--- config.mk ---
export PLATFORM = sky130hd
export DESIGN_NAME = muldiv_seq
export DESIGN_NICKNAME = d
export VERILOG_FILES = /design/src/rtl/muldiv_seq.sv
export SDC_FILE = /design/constraint.sdc
export NUM_CORES = 1
export LEC_CHECK = 0
export ABC_CLOCK_PERIOD_IN_PS = 11200
export CAP_MARGIN = 0
export CORE_MARGIN = 1
export CORE_UTILIZATION = 50
export DETAILED_ROUTE_END_ITERATION = 10
export DONT_BUFFER_PORTS = 1
export HOLD_SLACK_MARGIN = 0.05
export PLACE_DENSITY = 0.71
export SYNTH_ARGS = -nofsm -noshare
export SYNTH_HDL_FRONTEND = slang
export SYNTH_SLANG_ARGS = --single-unit
--- constraint.sdc ---
create_clock -name clk -period 11.2 [get_ports clk]
set_input_delay 2.24 -clock clk [delete_from_list [all_inputs] [get_ports clk]]
set_output_delay 2.24 -clock clk [all_outputs]
set_load 0.01 [all_outputs]
--- src/rtl/muldiv_seq.sv ---
// Iterative multiply/divide unit: radix-2 shift-add multiply, restoring divide on magnitudes.
// Optional MULDIV_FAST_MUL_EN replaces the iterative multiply with a single-cycle multiplier.
module muldiv_seq #(
   parameter int WIDTH = 32
) (
   input  logic             clk,
   input  logic             rst,
   input  logic             start,
   input  logic [2:0]       op,
   input  logic [WIDTH-1:0] a,
   input  logic [WIDTH-1:0] b,
   input  logic             flush,
   output logic             busy,
   output logic             done,
   output logic [WIDTH-1:0] result,
   output logic             dbz
);

   localparam int CW = $clog2(WIDTH);

   typedef enum logic [1:0] {IDLE, CALC, FIX, DONE} state_t;

   state_t               state_q, state_d;
   logic [CW-1:0]        cnt_q, cnt_d;
   logic [2:0]           op_q, op_d;
   logic                 neg_q, neg_d;
   logic [WIDTH-1:0]     opnd_q, opnd_d;
   logic [2*WIDTH-1:0]   acc_q, acc_d;
   logic                 busy_q, busy_d;
   logic                 done_q, done_d;
   logic [WIDTH-1:0]     result_q, result_d;
   logic                 dbz_q, dbz_d;

   logic                 is_signed;
   logic [WIDTH-1:0]     a_mag, b_mag;
   logic [WIDTH:0]       mul_sum;
   logic [2*WIDTH-1:0]   mul_next;
   logic [WIDTH:0]       div_rem, div_diff;
   logic [2*WIDTH-1:0]   div_next;
   logic [2*WIDTH-1:0]   prod_fix;
   logic [WIDTH-1:0]     div_sel, fix_word;
`ifdef MULDIV_FAST_MUL_EN
   logic [2*WIDTH-1:0]   a_ext, b_ext, fast_prod;
`endif

   // acc_q holds {hi, lo}: product halves for multiply, {remainder, quotient} for divide.
   always_comb begin
      is_signed = ~op[0];
      a_mag     = (is_signed && a[WIDTH-1]) ? -a : a;
      b_mag     = (is_signed && b[WIDTH-1]) ? -b : b;

      mul_sum   = {1'b0, acc_q[2*WIDTH-1:WIDTH]} + (acc_q[0] ? {1'b0, opnd_q} : '0);
      mul_next  = {mul_sum, acc_q[WIDTH-1:1]};

      div_rem   = {acc_q[2*WIDTH-1:WIDTH], acc_q[WIDTH-1]};
      div_diff  = div_rem - {1'b0, opnd_q};
      if (!div_diff[WIDTH])
         div_next = {div_diff[WIDTH-1:0], acc_q[WIDTH-2:0], 1'b1};
      else
         div_next = {div_rem[WIDTH-1:0], acc_q[WIDTH-2:0], 1'b0};

      prod_fix  = neg_q ? -acc_q : acc_q;
      div_sel   = op_q[1] ? acc_q[2*WIDTH-1:WIDTH] : acc_q[WIDTH-1:0];
      if (op_q[2])
         fix_word = neg_q ? -div_sel : div_sel;
      else
         fix_word = op_q[1] ? prod_fix[2*WIDTH-1:WIDTH] : prod_fix[WIDTH-1:0];

`ifdef MULDIV_FAST_MUL_EN
      a_ext     = {{WIDTH{is_signed & a[WIDTH-1]}}, a};
      b_ext     = {{WIDTH{is_signed & b[WIDTH-1]}}, b};
      fast_prod = a_ext * b_ext;
`endif
   end

   // Next-state logic; flush overrides everything, including a same-cycle start.
   always_comb begin
      state_d  = state_q;
      cnt_d    = cnt_q;
      op_d     = op_q;
      neg_d    = neg_q;
      opnd_d   = opnd_q;
      acc_d    = acc_q;
      result_d = result_q;
      dbz_d    = dbz_q;

      if (flush) begin
         state_d = IDLE;
      end else begin
         case (state_q)
            CALC: begin
               cnt_d = cnt_q + 1'b1;
               acc_d = op_q[2] ? div_next : mul_next;
               if (cnt_q == CW'(WIDTH - 1))
                  state_d = FIX;
            end
            FIX: begin
               result_d = fix_word;
               dbz_d    = op_q[2] && (opnd_q == '0);
               state_d  = DONE;
            end
            default: begin
               state_d = IDLE;
               if (start) begin
                  op_d  = op;
                  cnt_d = '0;
                  dbz_d = 1'b0;
                  if (op[2]) begin
                     opnd_d = b_mag;
                     neg_d  = op[1] ? (is_signed & a[WIDTH-1])
                                    : (is_signed & (a[WIDTH-1] ^ b[WIDTH-1]));
                     if (b == '0) begin
                        // Preload so FIX yields all-ones quotient and raw dividend remainder.
                        acc_d   = {a, {WIDTH{1'b1}}};
                        neg_d   = 1'b0;
                        state_d = FIX;
                     end else begin
                        acc_d   = {{WIDTH{1'b0}}, a_mag};
                        state_d = CALC;
                     end
                  end else begin
`ifdef MULDIV_FAST_MUL_EN
                     result_d = op[1] ? fast_prod[2*WIDTH-1:WIDTH] : fast_prod[WIDTH-1:0];
                     state_d  = DONE;
`else
                     opnd_d  = a_mag;
                     acc_d   = {{WIDTH{1'b0}}, b_mag};
                     neg_d   = is_signed & (a[WIDTH-1] ^ b[WIDTH-1]);
                     state_d = CALC;
`endif
                  end
               end
            end
         endcase
      end

      busy_d = (state_d == CALC) || (state_d == FIX);
      done_d = (state_d == DONE);
   end

   always_ff @(posedge clk) begin
      if (rst) begin
         state_q  <= IDLE;
         cnt_q    <= '0;
         op_q     <= '0;
         neg_q    <= 1'b0;
         opnd_q   <= '0;
         acc_q    <= '0;
         busy_q   <= 1'b0;
         done_q   <= 1'b0;
         result_q <= '0;
         dbz_q    <= 1'b0;
      end else begin
         state_q  <= state_d;
         cnt_q    <= cnt_d;
         op_q     <= op_d;
         neg_q    <= neg_d;
         opnd_q   <= opnd_d;
         acc_q    <= acc_d;
         busy_q   <= busy_d;
         done_q   <= done_d;
         result_q <= result_d;
         dbz_q    <= dbz_d;
      end
   end

   assign busy   = busy_q;
   assign done   = done_q;
   assign result = result_q;
   assign dbz    = dbz_q;

endmodule

Yosys cells after proc, flatten, opt, wreduce, memory -nomap -nowiden
Index checks and enable logic that the tools add are counted.
{"block": "totals", "reg_bits": 142, "latch_bits": 0, "mem_bits_rw": 0, "mem_bits_ro": 0, "inputBits": 71, "output_inout_bits": 35, "word_cells": 72, "memories": 0}
{"block": "classes", "n_addsub": 7, "multipliers": 0, "n_div": 0, "magnitude_cmp": 0, "eq_ne": 6, "shift": 0, "mux": 28, "bitwise": 8, "reduce_logical": 13}
{"cell": "$mux W64", "count": 6}
{"cell": "$mux W32", "count": 8}
{"cell": "$pmux W64 S2", "count": 1}
{"cell": "$neg A32 Y32", "count": 3}
{"cell": "$logic_not A32 Y1", "count": 2}
{"cell": "$neg A64 Y64", "count": 1}
{"cell": "$add A32 B32 Y33", "count": 1}
{"cell": "$sub A33 B32 Y33", "count": 1}
{"cell": "$mux W2", "count": 5}
{"cell": "$pmux W5 S2", "count": 1}
{"cell": "$reduce_and A3 Y1", "count": 3}
{"cell": "$eq A2 B2 Y1 const B", "count": 3}
{"cell": "$add A5 B1 Y5 const B", "count": 1}
{"cell": "$eq A5 B5 Y1 const B", "count": 1}
{"cell": "$mux W5", "count": 1}
{"cell": "$not A1 Y1", "count": 5}
{"cell": "$eq A2 B1 Y1 const B", "count": 2}
{"cell": "$mux W1", "count": 4}
{"cell": "$pmux W2 S2", "count": 1}
{"cell": "$reduce_bool A2 Y1", "count": 2}
{"cell": "$logic_and A1 B1 Y1", "count": 3}
{"cell": "$and A1 B1 Y1", "count": 2}
{"cell": "$pmux W1 S2", "count": 1}
{"cell": "$reduce_and A2 Y1", "count": 1}
{"cell": "other kinds (3)", "count": 3}

Longest topological paths before layout
{"block": "logic_depth", "ltp_word": 8, "mapped_depth": 16, "mapped_depth_nobuf": 12}

Worst setup path after synthesis
Ideal clock, no wire load.
{"block": "synth_timing", "path_kind": "input -> register", "start": "input port b[22]", "end": "register acc_q[48]", "setup_ps": 70, "t_arrival_ps": 5076, "required_time_ps": 11130, "setup_slack_ps": 6055, "path_stages": 12, "path_buffers": 3, "cell_sequence": "or4_1 -> or3_1 -> or3_1 -> nor4_1 -> and2_1 -> clkbuf_1 -> clkbuf_1 -> clkbuf_1 -> a21oi_1 -> a211oi_1 -> a21oi_1 -> a21oi_1"}
{"block": "synth_between", "elab_chain_len": 5}
{"item": "start: declaration", "line": "11", "text": "input logic [WIDTH-1:0] b,"}
{"item": "$logic_not A32 Y1", "line": "112", "text": "if (b == '0) begin"}
{"item": "$mux W64", "line": "112"}
{"item": "$mux W64", "line": "108", "text": "if (op[2]) begin"}
{"item": "$mux W64", "line": "104", "text": "if (start) begin"}
{"item": "$pmux W64 S2", "line": "90", "text": "case (state_q)"}
{"item": "end signal: assignment", "line": "148", "text": "acc_q <= '0;"}
{"item": "end signal: assignment", "line": "159", "text": "acc_q <= acc_d;"}
{"item": "end: declaration", "line": "28", "text": "logic [2*WIDTH-1:0] acc_q, acc_d;"}
No other way between the ends. The select of a mux whose other input is x is not followed.
A chain may end at the register's enable or synchronous reset.

Worst setup path in the final report
{"block": "layout_timing", "start": "input port b[2]", "end": "register acc_q[63]"}
The elaborated chain is that of the path after synthesis.

==> impl_results.md <==
* Synth Warn # at 0
* Die area at 31800 sq um
* PnR worst setup slack at 6.10 ns
* Total GRT Usage at 0.381
* Slew Limit Fails at 0
* Fmax at 196 MHz
* Area share of the largest cell type after synthesis at 0.181
* Core area at 30600 sq um
* Final Routed Wirelength at 61200 um
* Critical path class: in2reg
* GR Overflow Total at 0
* CP endpoint kind: register
* Most frequent cells in the layout: a21oi_1 (259), nand2_1 (245), nor2_1 (228), o21ai_0 (147), dfxtp_1 (138)
* Worst slack, placed at 5.68 ns
* Drc violations at 0
* Hold endpoint: opnd_q[20]
* Post-CTS Setup Bufs at 0
* Overall power at 1.74 mW
* Fin crit share at 0.455
* Setup Skew at 0.0158 ns
* Synth cell types at 75
* Clock Latency Late Sink at 0.45 ns
* Vias per Instance at 6.90
* Die Wd at 178 um
* Flops & latches, synth at 141
* ANT cells at 0
* Placed cell area at 15500 sq um
* Avg Synthesized Cell Area at 6.92 sq um
* Filler-free cell count of the finished design at 2510
* CTS max path bufs at 2
* Asr flop ratio synth at 0
* Tmin final at 5.10 ns
* Arrival @ worst endpoint at 5.47 ns
* Setup TNS at 0 ns
* RR Startpoint: acc_q[0]
* Slew margin rel. at 0.156
* Pre-antenna DRT Iters at 6
* Most used DFF post-synth: dfxtp_1
* Port buffer count at 0
* Placed cell count at 2478
* R2R depth at 13
* Cts repair resizes at 0
* 1st-iter DRT viols at 2305
* Worst VDD drop at 80.9 uV
* Finished Cell Area at 16100 sq um
* RSZ-0062 raised after global routing: false
* WHS Path Cells at 2
* Vias in the first global route at 15600
* Final ANT Viol Nets at 0
* Final setup viols at 0
* Total of fill cells in the finished design at 3092
* Flop-to-flop setup slack at 6.62 ns
* Worst Hold Launch: opnd_q[20]
* Root Buffer: clkbuf_16
* Worst slew pin tran at 1.23 ns
* Power per cell area at 108 nW/um^2
* WHS at 0.454 ns
* Largest area contributor in the netlist: dfxtp_1
* Mapped Cells at 2250
* Largest net degree at the start of global routing at 114
* Cells taking the most area after synthesis: dfxtp_1 (18%), a21oi_1 (8.3%), nand2_1 (5.9%)
* Clock sink total at 141
* Maxcap violations at 0
* Outcome: finished, final reports clean
* Reg-to-reg endpoint: acc_q[63]
* Most common cell after layout, fill and taps aside: a21oi_1
* Routed len/inst at 24.4 um
* Layout Utilization at 0.526
* Top-Level Pins at 106
* Crit Path Max Fanout at 38
* First-pass GRT wire length at 92600 um
* Clock Pin Slew Worst Setup and Hold Paths at 0.07 ns
* Worst hold path class: reg2reg
* Final Hold Viols at 0
* Die boundary height at 178 um
* P&R area growth vs syn at 3.45%
* CTS H-tree lvls at 4
* Startpoint Class: input pin
* Number of enable flip-flop cells after synthesis at 0
* Hold_buf cts at 0
* CTS Buf Count at 17
* Via count of the routed design at 17318
* Synthesized area at 15600 sq um
* Placed wire-length estimate at 45500 um
* Final weighted congestion in routability-driven placement at 0.997
* Initial Util at 0.509
* P_leak at 5.92 nW
* Seq/Total Area, Yosys at 0.181
* TritonCTS clock tree: done
* Required time of the critical path at 11.57 ns
* Nets at 2247
* Initial antenna violation count at 0
* Syn_nets at 2396
* Row count at 64
* Share of cells above drive strength 1 at 0.0464
worst max-delay path by stage:
stage	from	to	slack, ns	depth (start not counted)
2_1_floorplan	b[22]	acc_q[48]	6.05	12
3_3_place_gp	b[22]	acc_q[63]	5.75	10
3_5_place_dp	b[22]	acc_q[63]	5.68	10
4_1_cts	b[22]	acc_q[63]	6.13	10
5_1_grt	b[2]	acc_q[63]	5.84	10
6_report	b[2]	acc_q[63]	6.10	10
power by group:
part	switching, mW	internal [mW]	leakage, nW	total (mW)
Clock	0.275	0.310	0.294	0.585
Combinational	0.373	0.211	4.48	0.585
Sequential	0.0527	0.522	1.15	0.575
critical path, stage by stage:
cell,delay (ns)
or4_1,0.63
nor3_1,0.37
nand2b_1,0.22
nor4_2,0.27
buf_4,0.38
and2_1,0.19
buf_4,0.37
a21oi_1,0.18
or4_1,0.49
o22ai_1,0.11
registers in the layout (all words and copies together), names as in the netlist:
| name | flops |
|---|---|
| dbz | 1 |
| busy | 1 |
| acc_q | 64 |
| neg_q | 1 |
| cnt_q | 5 |
| result | 32 |
| done | 1 |
| opnd_q | 32 |
| state_q | 2 |
| op_q | 2 |
final cells by class:
cell class                      count  area, sq um  area share
Clock inverter                     14          139     0.00863
Clock buffer                       18          450      0.0280
Sequential cell                   141         2830       0.176
Timing Repair Buffer               21          158     0.00979
Inverter                           68          255      0.0159
Tap cell                          396          495      0.0308
Multi-Input combinational cell   1852        11800       0.731
cell usage after synthesis, types with 12 or more instances:
library cell,count
nand4_1,22
a21oi_1,259
o21a_1,14
nand3_1,37
xor2_1,93
nor4_1,27
a221oi_1,14
nor3_1,63
a31oi_1,27
mux2i_1,80
or3_1,28
clkbuf_1,168
a21o_1,25
o41ai_1,16
dfxtp_1,141
o31ai_1,42
or2_2,17
a211oi_1,43
nand2_1,245
buf_1,12
o211ai_1,32
o21ai_0,147
inv_1,68
ha_1,73
xnor2_1,99
nand2b_1,18
nor2_1,230
or4_1,16
metal layers:
layer / vias up / routed length (um) / track usage / share of wire
li1: 7875 / - / - / -
met1: 8181 / 26000 / 0.537 / 0.42
met2: 1105 / 25000 / 0.541 / 0.41
met3: 157 / 6920 / 0.0720 / 0.11
met4: 0 / 3320 / 0.206 / 0.054
met5: - / 0 / 0 / 0
logic make-up (layout without fill, tap and decap cells):
group | count (synthesis) | in the layout | synth area share
DFF | 141 | 141 | 0.181
and+or+nand+nor | 756 | 756 | 0.226
adders and majority gates | 75 | 75 | 0.0613
muxes | 88 | 88 | 0.0572
xor gates and xnor gates | 192 | 192 | 0.108
buffers and inverters | 257 | 121 | 0.0639
AOI/OAI and AO/OA | 741 | 741 | 0.302
Note: power is estimated with default switching activity, not from simulation.
